$ cat config.mk
export PLATFORM = sky130hd
export DESIGN_NAME = bcd_step_counter
export DESIGN_NICKNAME = d
export VERILOG_FILES = /design/src/rtl/bcd_step_counter_pkg.sv /design/src/rtl/bcd_step_counter_btn_debounce.sv /design/src/rtl/bcd_step_counter.sv
export SDC_FILE = /design/constraint.sdc
export NUM_CORES = 1
export LEC_CHECK = 0
export BUFFER_PORTS_ARGS = -buffer_cell sky130_fd_sc_hd__buf_4
export CELL_PAD_IN_SITES_DETAIL_PLACEMENT = 0
export CELL_PAD_IN_SITES_GLOBAL_PLACEMENT = 1
export CORE_ASPECT_RATIO = 1.4
export CORE_MARGIN = 3
export CORE_UTILIZATION = 35
export CTS_CLUSTER_DIAMETER = 30
export CTS_CLUSTER_SIZE = 14
export DETAILED_ROUTE_END_ITERATION = 10
export HOLD_SLACK_MARGIN = 0.12
export MAX_ROUTING_LAYER = met4
export PLACE_DENSITY = 0.63
export SYNTH_ARGS = -nofsm -noshare
export SYNTH_HDL_FRONTEND = slang
export SYNTH_SLANG_ARGS = --single-unit
$ cat constraint.sdc
create_clock -name clk -period 1.85 [get_ports clk]
set_input_delay 0.2775 -clock clk [delete_from_list [all_inputs] [get_ports clk]]
set_output_delay 0.2775 -clock clk [all_outputs]
set_load 0.02 [all_outputs]
$ cat src/rtl/bcd_step_counter_pkg.sv
// Shared digit constants and step-direction decode for the BCD step counter
// and the downstream 7-segment decoder.
package bcd_step_counter_pkg;

  localparam int                   DIGIT_W   = 4;
  localparam logic [DIGIT_W-1:0]   DIGIT_MAX = 4'd9;
  localparam logic [DIGIT_W-1:0]   DIGIT_MIN = 4'd0;

  typedef enum logic [1:0] {
    STEP_HOLD = 2'd0,
    STEP_UP   = 2'd1,
    STEP_DOWN = 2'd2
  } step_dir_e;

  // Simultaneous up and down presses cancel each other out.
  function automatic step_dir_e step_dir(input logic up, input logic down);
    step_dir_e dir;
    dir = STEP_HOLD;
    if (up && !down) begin
      dir = STEP_UP;
    end else if (down && !up) begin
      dir = STEP_DOWN;
    end
    return dir;
  endfunction

endpackage

$ cat src/rtl/bcd_step_counter_btn_debounce.sv
// Push-button conditioner: two-flop synchroniser, stable-window debouncer and
// a registered single-cycle rise pulse per debounced press.
module btn_debounce #(
  parameter int DEB_CNT = 120000,
  parameter int DEB_W   = 17
) (
  input  logic clk,
  input  logic rst,
  input  logic raw,
  output logic level,
  output logic rise
);

  localparam logic [DEB_W-1:0] DEB_LAST = DEB_W'(DEB_CNT - 1);

  logic             sync1_q, sync1_d;
  logic             sync2_q, sync2_d;
  logic             level_q, level_d;
  logic             level_dly_q, level_dly_d;
  logic             rise_q, rise_d;
  logic [DEB_W-1:0] cnt_q, cnt_d;

  always_comb begin
    sync1_d     = raw;
    sync2_d     = sync1_q;
    level_d     = level_q;
    cnt_d       = cnt_q;
    level_dly_d = level_q;
    rise_d      = level_q & ~level_dly_q;
    // Any sample that agrees with the current level restarts the window.
    if (sync2_q == level_q) begin
      cnt_d = '0;
    end else if (cnt_q == DEB_LAST) begin
      level_d = sync2_q;
      cnt_d   = '0;
    end else begin
      cnt_d = cnt_q + DEB_W'(1);
    end
  end

  always_ff @(posedge clk) begin
    if (rst) begin
      sync1_q     <= 1'b0;
      sync2_q     <= 1'b0;
      level_q     <= 1'b0;
      level_dly_q <= 1'b0;
      rise_q      <= 1'b0;
      cnt_q       <= '0;
    end else begin
      sync1_q     <= sync1_d;
      sync2_q     <= sync2_d;
      level_q     <= level_d;
      level_dly_q <= level_dly_d;
      rise_q      <= rise_d;
      cnt_q       <= cnt_d;
    end
  end

  assign level = level_q;
  assign rise  = rise_q;

endmodule

$ cat src/rtl/bcd_step_counter.sv
// Single BCD digit driven by debounced up/down buttons, with wrap-around and
// one-cycle carry/borrow/step pulses for chaining a further digit.
module bcd_step_counter
  import bcd_step_counter_pkg::*;
#(
  parameter int DEB_CNT = 120000,
  parameter int DEB_W   = 17
) (
  input  logic               clk,
  input  logic               rst,
  input  logic               btn_up,
  input  logic               btn_down,
  output logic [DIGIT_W-1:0] digit,
  output logic               carry,
  output logic               borrow,
  output logic               step
);

  logic up_level, up_rise;
  logic down_level, down_rise;
  logic unused_levels;

  logic [DIGIT_W-1:0] digit_q, digit_d;
  logic               carry_q, carry_d;
  logic               borrow_q, borrow_d;
  logic               step_q, step_d;

  btn_debounce #(.DEB_CNT(DEB_CNT), .DEB_W(DEB_W)) u_up_debounce (
    .clk   (clk),
    .rst   (rst),
    .raw   (btn_up),
    .level (up_level),
    .rise  (up_rise)
  );

  btn_debounce #(.DEB_CNT(DEB_CNT), .DEB_W(DEB_W)) u_down_debounce (
    .clk   (clk),
    .rst   (rst),
    .raw   (btn_down),
    .level (down_level),
    .rise  (down_rise)
  );

  assign unused_levels = up_level ^ down_level;

  always_comb begin
    digit_d  = digit_q;
    carry_d  = 1'b0;
    borrow_d = 1'b0;
    step_d   = 1'b0;
    // An out-of-range code is recovered silently rather than stepped from.
    if (digit_q > DIGIT_MAX) begin
      digit_d = DIGIT_MIN;
    end else begin
      case (step_dir(up_rise, down_rise))
        STEP_UP: begin
          step_d = 1'b1;
          if (digit_q == DIGIT_MAX) begin
            digit_d = DIGIT_MIN;
            carry_d = 1'b1;
          end else begin
            digit_d = digit_q + DIGIT_W'(1);
          end
        end
        STEP_DOWN: begin
          step_d = 1'b1;
          if (digit_q == DIGIT_MIN) begin
            digit_d  = DIGIT_MAX;
            borrow_d = 1'b1;
          end else begin
            digit_d = digit_q - DIGIT_W'(1);
          end
        end
        default: begin
        end
      endcase
    end
  end

  always_ff @(posedge clk) begin
    if (rst) begin
      digit_q  <= DIGIT_MIN;
      carry_q  <= 1'b0;
      borrow_q <= 1'b0;
      step_q   <= 1'b0;
    end else begin
      digit_q  <= digit_d;
      carry_q  <= carry_d;
      borrow_q <= borrow_d;
      step_q   <= step_d;
    end
  end

  assign digit  = digit_q;
  assign carry  = carry_q;
  assign borrow = borrow_q;
  assign step   = step_q;

endmodule
==> results.py <==
metrics = {
    "outcome": {
        "status": "finished, final reports clean",
    },
    "logic_synthesis": {
        "synth_top_family_by_area": "simple AND/OR/NAND/NOR gates",
        "synth_top_area_share_pct": 45.6,
        "synthSimpleGateAreaFrac_pct": 30.0,
        "synthMuxAreaShare_pct": 0.447,
        "synth_area_leaders": "dfxtp_1, xnor2_1, nor2_1, xor2_1, nand4_1",
        "synth_ff_type": "dfxtp_1",
        "synth_area_sq_um": 2240,
        "synth_xor_area_share_pct": 13.3,
        "async_reset_ff_share_pct": 0,
        "synth_compound_area_share_pct": 5.25,
        "synth_cell_type_count": 41,
        "synth_adder_area_share_pct": 2.23,
        "ys_ff_latch": 51,
        "synth-warning-count": 0,
        "syn-num-nets": 256,
        "synth_edf_count": 0,
        "synth_largest_area_cell": "dfxtp_1",
        "synth_cells": 248,
        "synth-seq-area-share_pct": 45.6,
        "avgSynthCellArea_sq_um": 9.04,
    },
    "placement": {
        "portBuffers": 10,
        "dp_hpwl_um": 3010,
        "place_congestion": 0.747,
    },
    "setup_path": {
        "start_kind": "flop",
        "crit_arrival_ns": 1.79,
        "critPathLaunch": "u_up_debounce.cnt_q[0]",
        "worstReg2RegStart": "u_up_debounce.cnt_q[0]",
        "worst-setup-path-type": "reg2reg",
        "cp-endpoint": "u_up_debounce.cnt_q[3]",
        "end_kind": "flop",
        "critPathSlowestCell": "or3_4",
        "worstPathCellList": "ha_1, nand3_2, or3_4, o21ai_4, buf_12, nor2_1",
        "crit_fanout": 16,
        "required_ns": 2.04,
        "crit_path_max_incr_delay_ns": 0.40,
        "r2r_slack_ns": 0.25,
        "reg2reg_to": "u_up_debounce.cnt_q[3]",
        "r2r_cells": 6,
    },
    "power_and_ir_drop": {
        "power_density_nw_per_um2": 702,
        "p_leak_uw": 0.000793,
        "power.total_uw": 1750,
        "max-vdd-ir-drop_uv": 345,
    },
    "clock_tree": {
        "cts_buffer_depth": 2,
        "cts_sinks": 51,
        "clk_latency_ns": 0.30,
        "cts_tree": "yes",
        "h-tree-depth": 2,
        "clk_pin_slew_ns": 0.09,
        "hold_buffers": 0,
        "cts_resized": 0,
        "cts-root-buf": "clkbuf_8",
        "post_cts_buffers": 0,
        "numCtsBuffers": 5,
    },
    "global_route": {
        "grt_pass1_vias": 1635,
        "grt_pass1_wl_um": 7650,
        "grt_overflow_total": 0,
        "grtUsageTotal_pct": 13.3,
        "antenna_found_initial": 0,
        "grt_max_degree": 17,
    },
    "sta": {
        "min_period_ns": 1.60,
        "finClkSkew_ns": 0.0109,
        "worst_slew_pin_slew_ns": 0.456,
        "fmax_ghz": 0.626,
        "fin_crit_sh_pct": 86.3,
        "finalSetupViolCount": 0,
        "setup_tns_ns": 0,
        "maxSlewViolCount": 0,
        "rsz0062_at_grt": "false",
        "final-hold-violation-count": 0,
        "relSlewSlack_pct": 69.6,
        "fin_worst_hold_slack_ns": 0.189,
    },
    "die": {
        "die_y_um": 101,
        "rows": 33,
        "start_util_pct": 37.2,
        "core_area_sq_um": 6030,
        "die_w_um": 73.6,
        "design.die.area_sq_um": 7410,
        "ios": 11,
    },
    "finish": {
        "num-nets-final": 269,
        "drive_gt1_share_pct": 10.7,
        "syn_to_final_growth_pct": 11.2,
        "antennaDiodeCount": 0,
        "fillers": 639,
    },
    "route": {
        "drtIter0Drc": 46,
        "vias": 1684,
        "drc": 0,
        "wl_per_cell_um": 12.7,
        "drt-pass1-iter-count": 4,
        "via_per_inst": 5.07,
        "ant_nets": 0,
        "drt-total-wl_um": 4200,
    },
    "worst_hold_path": {
        "hp-class": "in2reg",
    },
    "flow_run": {
        "cap_violations": 0,
    },
}
layer usage:
layer | vias to the layer above | track usage [%] | routed length (um)
met5 | - | - | 0
met4 | 0 | 5.44 | 76
met3 | 7 | 2.69 | 86
met2 | 11 | 22.3 | 2120
met1 | 788 | 15.4 | 1920
li1 | 878 | - | -
report_power, final:
part / internal [uW] / total [uW] / switching (uW) / leakage [uW]
sequential: 1100 / 1100 / 2.92 / 0.000412
combinational: 15.1 / 31.4 / 16.2 / 0.000333
clock: 260 / 613 / 353 / 0.0000477
total: 1380 / 1750 / 372 / 0.000793
cell type report:
class	instances	area [sq um]	share of cell area (%)
clock buffers	5	68.8	2.76
inverters	8	30.0	1.20
repair buffers	13	123	4.92
multi-input cells	182	1150	46.0
flip-flops and latches	51	1020	41.0
well taps	70	87.6	3.51
clock inverters	3	15.0	0.602
cell families (layout without fill, tap and decap cells):
family | after synthesis | after routing
and+or+nand+nor | 126 | 126
xor gates and xnor gates | 34 | 34
muxes | 1 | 1
buffers and inverters | 15 | 29
DFF | 51 | 51
adders and majority gates | 4 | 4
AOI/OAI and AO/OA | 17 | 17
critical path, delay by kind of cell, from the launching register on:
family                   cells  cell delay [ns]
AND/OR/NAND/NOR              3             0.58
buffers and inverters        1             0.15
adder cells (fa/ha/maj)      1             0.23
flip-flops                   1             0.37
AO/OA/AOI/OAI                1             0.15
per-stage QoR:
step	std cells	util [%]	instance area, sq um	setup slack (ns)
after floorplan	248	-	2240	0.211
after global placement	324	40.0	2410	0.274
after detailed placement	324	40.0	2410	0.244
after CTS	332	41.3	2490	0.225
after global routing	332	41.3	2490	0.148
final	332	41.3	2490	0.253
how the worst min path moves through the flow:
| stage | to | from | slack [ns] | depth (start not counted) |
|---|---|---|---|---|
| CTS | u_up_debounce.sync1_q | btn_up | 0.18 | 2 |
| finish | u_up_debounce.sync1_q | btn_up | 0.19 | 2 |
| detailed placement | u_up_debounce.rise | u_up_debounce.level_dly_q | 0.38 | 1 |
| global placement | u_up_debounce.rise | u_up_debounce.level_dly_q | 0.37 | 1 |
| global route | u_up_debounce.sync1_q | btn_up | 0.20 | 2 |
| floorplan | u_down_debounce.rise | u_down_debounce.level_dly_q | 0.37 | 1 |
Yosys cell counts, drive strengths merged (2+ instances only):
cell type  instances
nor3               7
o21ai              7
xnor2             21
ha                 4
inv                8
buf                4
nand2b             4
clkbuf             3
or4                2
nor2b              7
or3                4
xor2              13
nand3             11
and4               4
nor4               8
nand2             11
a21oi              5
nand4             14
nor2              46
dfxtp             51
and2               2
layout by cell type (no fill, tap or decap), types with 2 or more instances in the layout:
cell type	synthesis	routed
a21oi_1	5	5
and2_1	2	2
and4_1	3	3
buf_12	0	2
buf_4	2	11
clkbuf_8	0	5
clkinv_2	0	3
dfxtp_1	51	51
ha_1	4	4
inv_1	8	8
nand2_1	10	10
nand2b_1	4	4
nand3_1	10	10
nand4_1	14	14
nor2_1	46	46
nor2b_1	7	7
nor3_1	7	7
nor4_1	8	8
o21ai_0	5	5
or3_1	3	3
or4_1	2	2
xnor2_1	21	21
xor2_1	13	13
Note: power is estimated with default switching activity, not from simulation.
